File: src/rtl/prco_regfile_if.sv
// Register-file access bundle: two read ports, one write port, lock and SP-adjust controls.
// Latency: none (wires only); timing is owned by the register file that uses it.
// Backpressure: none; i_ce is the only flow control and freezes the whole pipeline stage.
interface prco_regfile_if #(
    parameter int DATA_W   = 16,
    parameter int NUM_REGS = 8
);
    localparam int AW = (NUM_REGS > 1) ? $clog2(NUM_REGS) : 1;

    logic              i_ce;
    logic [AW-1:0]     i_sela;
    logic [AW-1:0]     i_selb;
    logic [DATA_W-1:0] q_data;
    logic [DATA_W-1:0] q_datb;
    logic              q_hz_a;
    logic              q_hz_b;
    logic              i_we;
    logic [AW-1:0]     i_seld;
    logic [DATA_W-1:0] i_datd;
    logic              i_lock;
    logic [AW-1:0]     i_lsel;
    logic              i_sp_inc;
    logic              i_sp_dec;

    // Pipeline control side: drives selects/writes, consumes read data and hazards.
    modport master (
        output i_ce, i_sela, i_selb, i_we, i_seld, i_datd,
               i_lock, i_lsel, i_sp_inc, i_sp_dec,
        input  q_data, q_datb, q_hz_a, q_hz_b
    );

    // Register file side.
    modport slave (
        input  i_ce, i_sela, i_selb, i_we, i_seld, i_datd,
               i_lock, i_lsel, i_sp_inc, i_sp_dec,
        output q_data, q_datb, q_hz_a, q_hz_b
    );
endinterface

File: src/rtl/prco_regfile.sv
// CPU register file with per-register busy (hazard) bits, SP inc/dec and optional write bypass.
// Latency: 1 cycle from select to q_data/q_datb/q_hz_*; writes visible same edge when BYPASS=1.
// Backpressure: none; i_ce low holds every register, busy bit and output.
module prco_regfile #(
    parameter int                DATA_W    = 16,
    parameter int                NUM_REGS  = 8,
    parameter int                SP_IDX    = 6,
    parameter logic [DATA_W-1:0] SP_INIT   = 'h00FF,
    parameter int                BP_IDX    = 7,
    parameter logic [DATA_W-1:0] BP_INIT   = 'h00FF,
    parameter int                BYPASS    = 1,
    parameter int                REG0_ZERO = 0
) (
    input logic           i_clk,
    input logic           i_reset,
    prco_regfile_if.slave bus
);
    localparam int AW = (NUM_REGS > 1) ? $clog2(NUM_REGS) : 1;

    // SP adjust only exists if SP is a real, non-hardwired register.
    localparam bit SP_LIVE = (SP_IDX < NUM_REGS) && !((REG0_ZERO != 0) && (SP_IDX == 0));

    logic [DATA_W-1:0]   regs     [NUM_REGS];
    logic [DATA_W-1:0]   regs_nxt [NUM_REGS];
    logic [NUM_REGS-1:0] busy;
    logic [NUM_REGS-1:0] busy_nxt;
    logic [DATA_W-1:0]   rd_a;
    logic [DATA_W-1:0]   rd_b;
    logic                hz_a;
    logic                hz_b;

    // A select addresses real storage only if it is in range and not the hardwired zero.
    function automatic logic sel_live(input logic [AW-1:0] s);
        return (int'(s) < NUM_REGS) && !((REG0_ZERO != 0) && (s == '0));
    endfunction

    // Next register/busy state: SP adjust first, so a write to SP overrides it.
    always_comb begin
        regs_nxt = regs;
        busy_nxt = busy;
        if (SP_LIVE && (bus.i_sp_inc != bus.i_sp_dec)) begin
            if (bus.i_sp_inc) begin
                regs_nxt[SP_IDX] = regs[SP_IDX] + 1'b1;
            end else begin
                regs_nxt[SP_IDX] = regs[SP_IDX] - 1'b1;
            end
        end
        if (bus.i_we && sel_live(bus.i_seld)) begin
            regs_nxt[bus.i_seld] = bus.i_datd;
            busy_nxt[bus.i_seld] = 1'b0;
        end
        // Lock after write: lock+write on the same register leaves it busy.
        if (bus.i_lock && sel_live(bus.i_lsel)) begin
            busy_nxt[bus.i_lsel] = 1'b1;
        end
    end

    // Read muxes: post-update state with bypass, pre-update state without.
    always_comb begin
        rd_a = '0;
        rd_b = '0;
        hz_a = 1'b0;
        hz_b = 1'b0;
        if (sel_live(bus.i_sela)) begin
            if (BYPASS != 0) begin
                rd_a = regs_nxt[bus.i_sela];
                hz_a = busy_nxt[bus.i_sela];
            end else begin
                rd_a = regs[bus.i_sela];
                hz_a = busy[bus.i_sela];
            end
        end
        if (sel_live(bus.i_selb)) begin
            if (BYPASS != 0) begin
                rd_b = regs_nxt[bus.i_selb];
                hz_b = busy_nxt[bus.i_selb];
            end else begin
                rd_b = regs[bus.i_selb];
                hz_b = busy[bus.i_selb];
            end
        end
    end

    // Register and busy storage; reset restores SP/BP initial values and clears all locks.
    always_ff @(posedge i_clk) begin
        if (i_reset) begin
            for (int i = 0; i < NUM_REGS; i++) begin
                if ((REG0_ZERO != 0) && (i == 0)) begin
                    regs[i] <= '0;
                end else if (i == SP_IDX) begin
                    regs[i] <= SP_INIT;
                end else if (i == BP_IDX) begin
                    regs[i] <= BP_INIT;
                end else begin
                    regs[i] <= '0;
                end
            end
            busy <= '0;
        end else if (bus.i_ce) begin
            regs <= regs_nxt;
            busy <= busy_nxt;
        end
    end

    // Registered read outputs.
    always_ff @(posedge i_clk) begin
        if (i_reset) begin
            bus.q_data <= '0;
            bus.q_datb <= '0;
            bus.q_hz_a <= 1'b0;
            bus.q_hz_b <= 1'b0;
        end else if (bus.i_ce) begin
            bus.q_data <= rd_a;
            bus.q_datb <= rd_b;
            bus.q_hz_a <= hz_a;
            bus.q_hz_b <= hz_b;
        end
    end
endmodule
File: src/flat_wrapper.sv
// flat-port wrapper written by rule: the top's interface ports become plain ports
module prco_regfile_flat 
#(
    parameter int                DATA_W    = 16,
    parameter int                NUM_REGS  = 8,
    parameter int                SP_IDX    = 6,
    parameter logic [DATA_W-1:0] SP_INIT   = 'h00FF,
    parameter int                BP_IDX    = 7,
    parameter logic [DATA_W-1:0] BP_INIT   = 'h00FF,
    parameter int                BYPASS    = 1,
    parameter int                REG0_ZERO = 0
)
  (i_clk, i_reset, bus_i_ce, bus_i_sela, bus_i_selb, bus_i_we, bus_i_seld, bus_i_datd, bus_i_lock, bus_i_lsel, bus_i_sp_inc, bus_i_sp_dec, bus_q_data, bus_q_datb, bus_q_hz_a, bus_q_hz_b);
  prco_regfile_if #(.DATA_W(DATA_W), .NUM_REGS(NUM_REGS)) bus_i ();
  input logic i_clk;
  input logic i_reset;
  input wire logic [$bits(bus_i.i_ce)-1:0] bus_i_ce;
  input wire logic [$bits(bus_i.i_sela)-1:0] bus_i_sela;
  input wire logic [$bits(bus_i.i_selb)-1:0] bus_i_selb;
  input wire logic [$bits(bus_i.i_we)-1:0] bus_i_we;
  input wire logic [$bits(bus_i.i_seld)-1:0] bus_i_seld;
  input wire logic [$bits(bus_i.i_datd)-1:0] bus_i_datd;
  input wire logic [$bits(bus_i.i_lock)-1:0] bus_i_lock;
  input wire logic [$bits(bus_i.i_lsel)-1:0] bus_i_lsel;
  input wire logic [$bits(bus_i.i_sp_inc)-1:0] bus_i_sp_inc;
  input wire logic [$bits(bus_i.i_sp_dec)-1:0] bus_i_sp_dec;
  output wire logic [$bits(bus_i.q_data)-1:0] bus_q_data;
  output wire logic [$bits(bus_i.q_datb)-1:0] bus_q_datb;
  output wire logic [$bits(bus_i.q_hz_a)-1:0] bus_q_hz_a;
  output wire logic [$bits(bus_i.q_hz_b)-1:0] bus_q_hz_b;
  assign bus_i.i_ce = bus_i_ce;
  assign bus_i.i_sela = bus_i_sela;
  assign bus_i.i_selb = bus_i_selb;
  assign bus_i.i_we = bus_i_we;
  assign bus_i.i_seld = bus_i_seld;
  assign bus_i.i_datd = bus_i_datd;
  assign bus_i.i_lock = bus_i_lock;
  assign bus_i.i_lsel = bus_i_lsel;
  assign bus_i.i_sp_inc = bus_i_sp_inc;
  assign bus_i.i_sp_dec = bus_i_sp_dec;
  assign bus_q_data = bus_i.q_data;
  assign bus_q_datb = bus_i.q_datb;
  assign bus_q_hz_a = bus_i.q_hz_a;
  assign bus_q_hz_b = bus_i.q_hz_b;
  prco_regfile #(.DATA_W(DATA_W), .NUM_REGS(NUM_REGS), .SP_IDX(SP_IDX), .SP_INIT(SP_INIT), .BP_IDX(BP_IDX), .BP_INIT(BP_INIT), .BYPASS(BYPASS), .REG0_ZERO(REG0_ZERO)) u_core (.i_clk(i_clk), .i_reset(i_reset), .bus(bus_i));
endmodule
File: config.mk
export PLATFORM = sky130hd
export DESIGN_NAME = prco_regfile_flat
export DESIGN_NICKNAME = d
export VERILOG_FILES = /design/src/rtl/prco_regfile_if.sv /design/src/rtl/prco_regfile.sv /design/src/flat_wrapper.sv
export SDC_FILE = /design/constraint.sdc
export NUM_CORES = 1
export LEC_CHECK = 0
export CAP_MARGIN = 30
export CORE_MARGIN = 2
export CORE_UTILIZATION = 30
export DETAILED_ROUTE_END_ITERATION = 16
export GPL_TIMING_DRIVEN = 1
export HOLD_SLACK_MARGIN = 0.02
export PLACE_DENSITY = 0.47
export SLEW_MARGIN = 20
export SYNTH_ARGS = -nofsm -noshare
export SYNTH_HDL_FRONTEND = slang
export SYNTH_SLANG_ARGS = --single-unit
export TNS_END_PERCENT = 10
File: constraint.sdc
create_clock -name i_clk -period 5.35 [get_ports i_clk]
set_input_delay 1.07 -clock i_clk [delete_from_list [all_inputs] [get_ports i_clk]]
set_output_delay 1.07 -clock i_clk [all_outputs]
set_load 0.1 [all_outputs]
---- Word level (Yosys, flattened, before mapping) ----
Cells that the tools add are included.
storage, ports and cells
  flip-flop bits (word level) ............. 170
  bits of input ports ..................... 35
  logic and storage cells ................. 57
operators by class
  $add $sub $neg .......................... 2
  $lt $le $gt $ge ......................... 10
  equality and inequality tests ........... 1
  mux-type cells .......................... 22
  bitwise logic cells ..................... 6
  reduce and logical (&&, ||, !) cells .... 3
operator list
  kind                                                                count
  bitwise mux 128 bit                                                 1
  two-way mux 128 bit                                                 1
  two-way mux 16 bit                                                  7
  binary-select mux 16 bit (select 3 bit)                             2
  demux 16 bit (select 3 bit)                                         1
  adder 16 x 1 -> 16 bit (second input constant)                      1
  < comparator 3 x 4 -> 1 bit (second input constant)                 4
  two-way mux 8 bit                                                   2
  subtractor 16 x 1 -> 16 bit (second input constant)                 1
  greater-or-equal comparator 4 bit (second input constant)           3
  inverter 3 -> 4 bit                                                 3
  AND 8 bit                                                           1
  inverter 8 bit                                                      1
  bitwise OR 8 bit                                                    1
  binary-select mux 1 bit (select 3 bit)                              2
  demux 1 bit (select 3 bit)                                          2
  greater-or-equal comparator 3 x 1 -> 1 bit (second input constant)  2
  < comparator 4 x 1 -> 1 bit (second input constant)                 1
  two-way mux 1 bit                                                   4
  logical AND 1 bit                                                   3
  inequality test 1 bit                                               1

---- Depth between registers and ports, before layout ----
  depth after elaboration ................. 11
  gate-level depth with buffers ........... 12

---- Least setup slack after synthesis ----
No wires, ideal clock.
  kind .................................... input to register
  start point ............................. input port bus_i_sp_inc
  end point ............................... register u_core.bus.q_data[6]
  setup time .............................. 0.124 ns
  arrival ................................. 3.246 ns
  data required time ...................... 5.226 ns
  path slack .............................. 1.980 ns
  stages .................................. 10
  buffers on the path ..................... 0
  cells stage by stage .................... inv_1 > ha_1 > nor2b_1 > o21ai_1 > a21boi_2 > or2_2 > a21oi_1 > mux2i_1 > a31oi_1 > a2111o_1
on the way
  longest elaborated chain between the ends .. 7
ends and longest elaborated chain
  what                                                                line                                    RTL
  from (decl)                                                         flat_wrapper.sv:25                      input wire logic [$bits(bus_i.i_sp_inc)-1:0] bus_i_sp_inc;
  two-way mux 16 bit / inequality test 1 bit (equally long branches)  prco_regfile.sv:42, prco_regfile.sv:41
  two-way mux 16 bit (*)                                              prco_regfile.sv:41                      if (SP_LIVE && (bus.i_sp_inc != bus.i_sp_dec)) begin
  bitwise mux 128 bit                                                 prco_regfile.sv:49                      regs_nxt[bus.i_seld] = bus.i_datd;
  two-way mux 128 bit (*)                                             prco_regfile.sv:48                      if (bus.i_we && sel_live(bus.i_seld)) begin
  binary-select mux 16 bit (select 3 bit) (*)                         prco_regfile.sv:66                      rd_a = regs_nxt[bus.i_sela];
  two-way mux 16 bit (not written as such) (*) (2 in series)          prco_regfile.sv:66
  to (signal assigned)                                                prco_regfile.sv:113                     bus.q_data <= rd_a;
  to (decl)                                                           prco_regfile_if.sv:36                   output q_data, q_datb, q_hz_a, q_hz_b
Mark *: on every way between the ends. The rest lies on a longest branch, timed or not. The select of a mux whose other input is x is not followed.
A chain may end at the register's enable or synchronous reset.

---- Worst setup path in the final report ----
  start point ............................. input port bus_i_sp_inc
  end point ............................... register u_core.bus.q_data[9]
The elaborated chain is that of the path after synthesis.

==> results <==
- The number of standard cells after synthesis is around 1,500.
- The number of antenna violations at the first check in global routing is 2.
- The kind of critical path is primary input to register.
- Summing all flip-flop and latch instances after layout gives approximately 3400 sq um.
- Of the cells placed in the final design, the portion with a size suffix greater than 1 is approximately 7.9%.
- The synthesized design contains 0 enable-type register cells.
- The number of clock sinks is 170.
- The maximum single-stage delay on the critical path is just over 0.7 ns.
- Of the total synthesized cell area, the portion taken by AND, OR, NAND and NOR gates is between 20% and 30%.
- The synthesized design devotes to its leading area cell type 31.7% of total area.
- Setup repair after global routing left no endpoint under its margin.
- Counting tap cells, the placed design contains a total of 1,898 instances.
- The worst-case IR drop observed on VDD is around 200 uV.
- The number of endpoints failing setup at the final stage is 0.
- Ranked by total cell area, the synthesized netlist is headed by dfxtp_1 32%, nand2_1 10%, a21oi_1 7.0%.
- Across every metal layer, demand over resource in global routing totals 24.5%.
- The startpoint type of the worst setup path is a primary input.
- The count of inserted antenna diode cells is 0.
- The mapped netlist covers 10,700 sq um.
- The net count of the mapped netlist is between 1,500 and 2,000.
- In the routed layout, each cell is associated on average with a via count of a little under 6.
- TritonCTS built the clock tree.
- The routed length per placed instance is roughly 24 um.
- Before antenna repair, the detailed router went through 5 iterations.
- The fraction of the mapped netlist area in compound gates is about 28%.
- The overall overflow remaining after global route is 0.
- Detailed placement finished with a half-perimeter wire length of approximately 32,000 um.
- The net total in the final layout is about 1,500.
- The clock tree buffer depth is 2.
- The post-route antenna net violation count is 0.
- For this run, the number of Yosys warnings is 0.
- The layout filler cell count is about 3,800.
- Entering global routing, the biggest net connects 80 pins.
- The synthesized-area fraction occupied by xor and xnor cells is 1.20%.
- Routability-driven placement finished with a final weighted congestion of roughly 0.9.
- Sequential cells were found to cover between 30% and 40% of the synthesized design area.
- After synthesis, the largest family of logic cells by area is compound AO/OA/AOI/OAI gates.
- The register bit total from synthesis is 170.
- The overall via count from detail_route is 11,200.
- For the pin with the worst max-slew slack, the measured transition is between 1 and 1.5 ns.
- The clock latency of the later-clocked register in the worst-skew pair is roughly 0.44 ns.
- The number of distinct library cell variants in the gate-level netlist after synthesis is between 80 and 90.
- The path type of the worst min-delay path is register to register.
- The async set-or-reset flop fraction in the synthesized netlist is 0%.
- Counting instances in the post-synthesis netlist gives the leading cell types as 292 x nand2_1, 170 x dfxtp_1, 151 x a21oi_1.
- Subtracting the final worst setup slack from the clock period gives 4.23 ns.
- After clock tree synthesis, the repair step resized 0 gates.
- The final period utilization is between 70% and 80%.
- Derived from the worst setup path, the maximum achievable clock frequency is between 200 and 250 MHz.
- The number of violations reported at the end of detailed-routing iteration 0 is about 1,200.
- From bottom edge to top edge, the die measures slightly below 200 um.
- STA classifies the critical path endpoint as a register.
- The overall die area is 37,300 sq um.
- The max-capacitance violation count is 0.
- After clock tree synthesis, the clock-pin slew on the worst setup and hold paths is about 0.080 ns.
- The total CTS buffers is 17.
- The most instantiated library cell after synthesis is nand2_1.
- The master of the slowest instance on the critical path is clkdlybuf4s50_1.
- In this run the count of I/O pins placed on the die edge is 69.
- The most repeated library cell on the critical path is a21oi_1.
- Summing all multi-input logic gate instances after layout gives between 6000 and 7000 sq um.
- Measured against the total synthesized area, the mux share comes to ~6%.
- Walking the worst path, the cells encountered are clkdlybuf4s50_1 -> inv_1 -> ha_1 -> a21o_1 -> a21oi_1 -> o21ai_0 -> a21oi_1 -> xnor2_1 -> a21oi_1 -> or4_1 -> o311ai_0.
- The clock root buffer is clkbuf_16.
- The critical path arrival is 4.57 ns.
- dfxtp_1 takes more of the synthesized area than any other cell.
- The standard-cell row count is 69.
- The adder-cell share of the synthesized area is 1.82%.
- The count of input and output buffers is 68.
- The number of global-route vias before repair is 10,600.
- The final number of hold-violating endpoints is 0.
- Measured along the x axis, the die boundary spans between 150 and 200 um.
- The area growth from synthesis to layout is 14.4%.
- The biggest fanout along the worst timing path is 15.
- Buffers added to address setup during post-CTS repair amount to 0.
- The post-detailed-route DRC marker count is 0.
- The flow ran to the end, and the final reports show no timing, DRC or antenna violations.
- On the final layout, the worst clock skew is about 0.011 ns.
- After synthesis, the mean cell area works out to approximately 7.4 sq um.
- The number of hold-repair buffers added at the cts stage is 0.
- The wire length of the first global-routing pass is slightly below 70,000 um.
- Dividing total power by cell area gives a power density of around 280 nW/um^2.
- The number of buffers and inverters on the critical path is 2.
- The leakage power is between 0.004 and 0.005 uW.
- In this run the standard cell core region covers between 30,000 and 40,000 sq um.
- The final count of pins violating max slew came to 0.
- The non-filler instance count after layout is about 1,900.
- For this configuration, the core starts out at a cell density of between 30 and 40%.
- The most used flip-flop cell after synthesis is dfxtp_1.
- Measured against its own limit, the worst slew margin works out to 32.3%.
- The final layout contains routed wiring with a total length of ~46,000 um.
- Adding up every negative setup slack in the final design gives 0 ns.
- The count of H-tree levels built during CTS is 4.
- For the worst setup path, the data required time is approximately 5.7 ns.
- The kind of cell adding the most delay to the critical path is compound AO/OA/AOI/OAI gates.
## power breakdown
part / switching, uW / internal [uW]
combinational: 592 / 269
clock: 569 / 705
sequential: 39.9 / 1320
total: 1200 / 2290
## cell families after synthesis
family | after synthesis
xor gates and xnor gates | 13
and+or+nand+nor | 595
buffers and inverters | 142
muxes | 55
adders and majority gates | 15
DFF | 170
AOI/OAI and AO/OA | 465
## worst register-to-register path: stages, from the launching register on
cell and delay [ns]:
dfxtp_1 0.34, ha_1 0.35, a21o_1 0.19, a21oi_1 0.29, o21ai_0 0.23, a21oi_1 0.22
xnor2_1 0.13, a21oi_1 0.16, or4_1 0.58, o311ai_0 0.10
## state kept, by name, indices dropped and copies added (netlist names)
name,flops
u_core.bus.q_data,16
u_core.bus.q_hz_a,1
u_core.busy,8
u_core.bus.q_hz_b,1
u_core.regs,128
u_core.bus.q_datb,16
## cells in the final DEF, fill, tap and decap left out, types with 8 or more instances in the layout
cell type	instances
o31ai_1	12
nor3_1	36
a32oi_1	12
a22o_1	10
o21ai_0	67
a211oi_1	23
inv_1	13
o211ai_1	40
mux2i_1	45
xnor2_1	10
nand4_1	8
a31oi_1	17
a211o_1	16
nor2_1	139
dfxtp_1	170
a21oi_1	151
nor2b_1	13
o32ai_1	11
buf_4	44
clkbuf_16	17
ha_1	14
clkdlybuf4s50_1	60
nand2_1	292
o22ai_1	30
nand3b_1	10
o32a_1	11
nand3_1	38
and3_1	8
nand2b_1	13
## area by class of cell
class                   instances  area share (%)
clock buffers                  19            3.61
clock inverters                13            1.16
repair buffers                111            7.87
flip-flops and latches        170            27.7
well taps                     461            4.70
inverters                      13           0.397
multi-input cells            1143            54.6
## per-layer routing
layer / up-vias / global-route usage (%) / wire length (um) / share of wire (%)
met5: - / 0 / 12 / 0.026
met4: 2 / 8.60 / 1220 / 2.7
met3: 71 / 4.96 / 3310 / 7.3
met1: 5371 / 33.5 / 20400 / 45
li1: 5303 / - / - / -
met2: 459 / 38.4 / 20600 / 45
## worst paths after layout
check	start	to	slack (ns)	cells past startpoint
setup / recovery	bus_i_sp_inc	u_core.bus.q_data[9]	1.12	11
hold / removal	u_core.bus.q_data[11]	u_core.bus.q_data[11]	0.45	2
setup reg to reg	u_core.regs[22]	u_core.bus.q_data[9]	2.67	9
hold reg to reg	u_core.bus.q_data[11]	u_core.bus.q_data[11]	0.45	2
## per-stage QoR
stage	util, %	power [uW]	area, sq um	hold WS, ns	worst slack [ns]
2_1_floorplan	-	1970	10700	0.436	1.98
3_3_place_gp	33.0	2230	11700	0.442	0.808
3_5_place_dp	33.0	2230	11700	0.442	0.698
4_1_cts	34.7	3510	12300	0.453	1.16
5_1_grt	34.7	3640	12300	0.477	0.931
6_report	34.7	3490	12300	0.448	1.12
No activity file was read; power rests on OpenSTA's default activity.
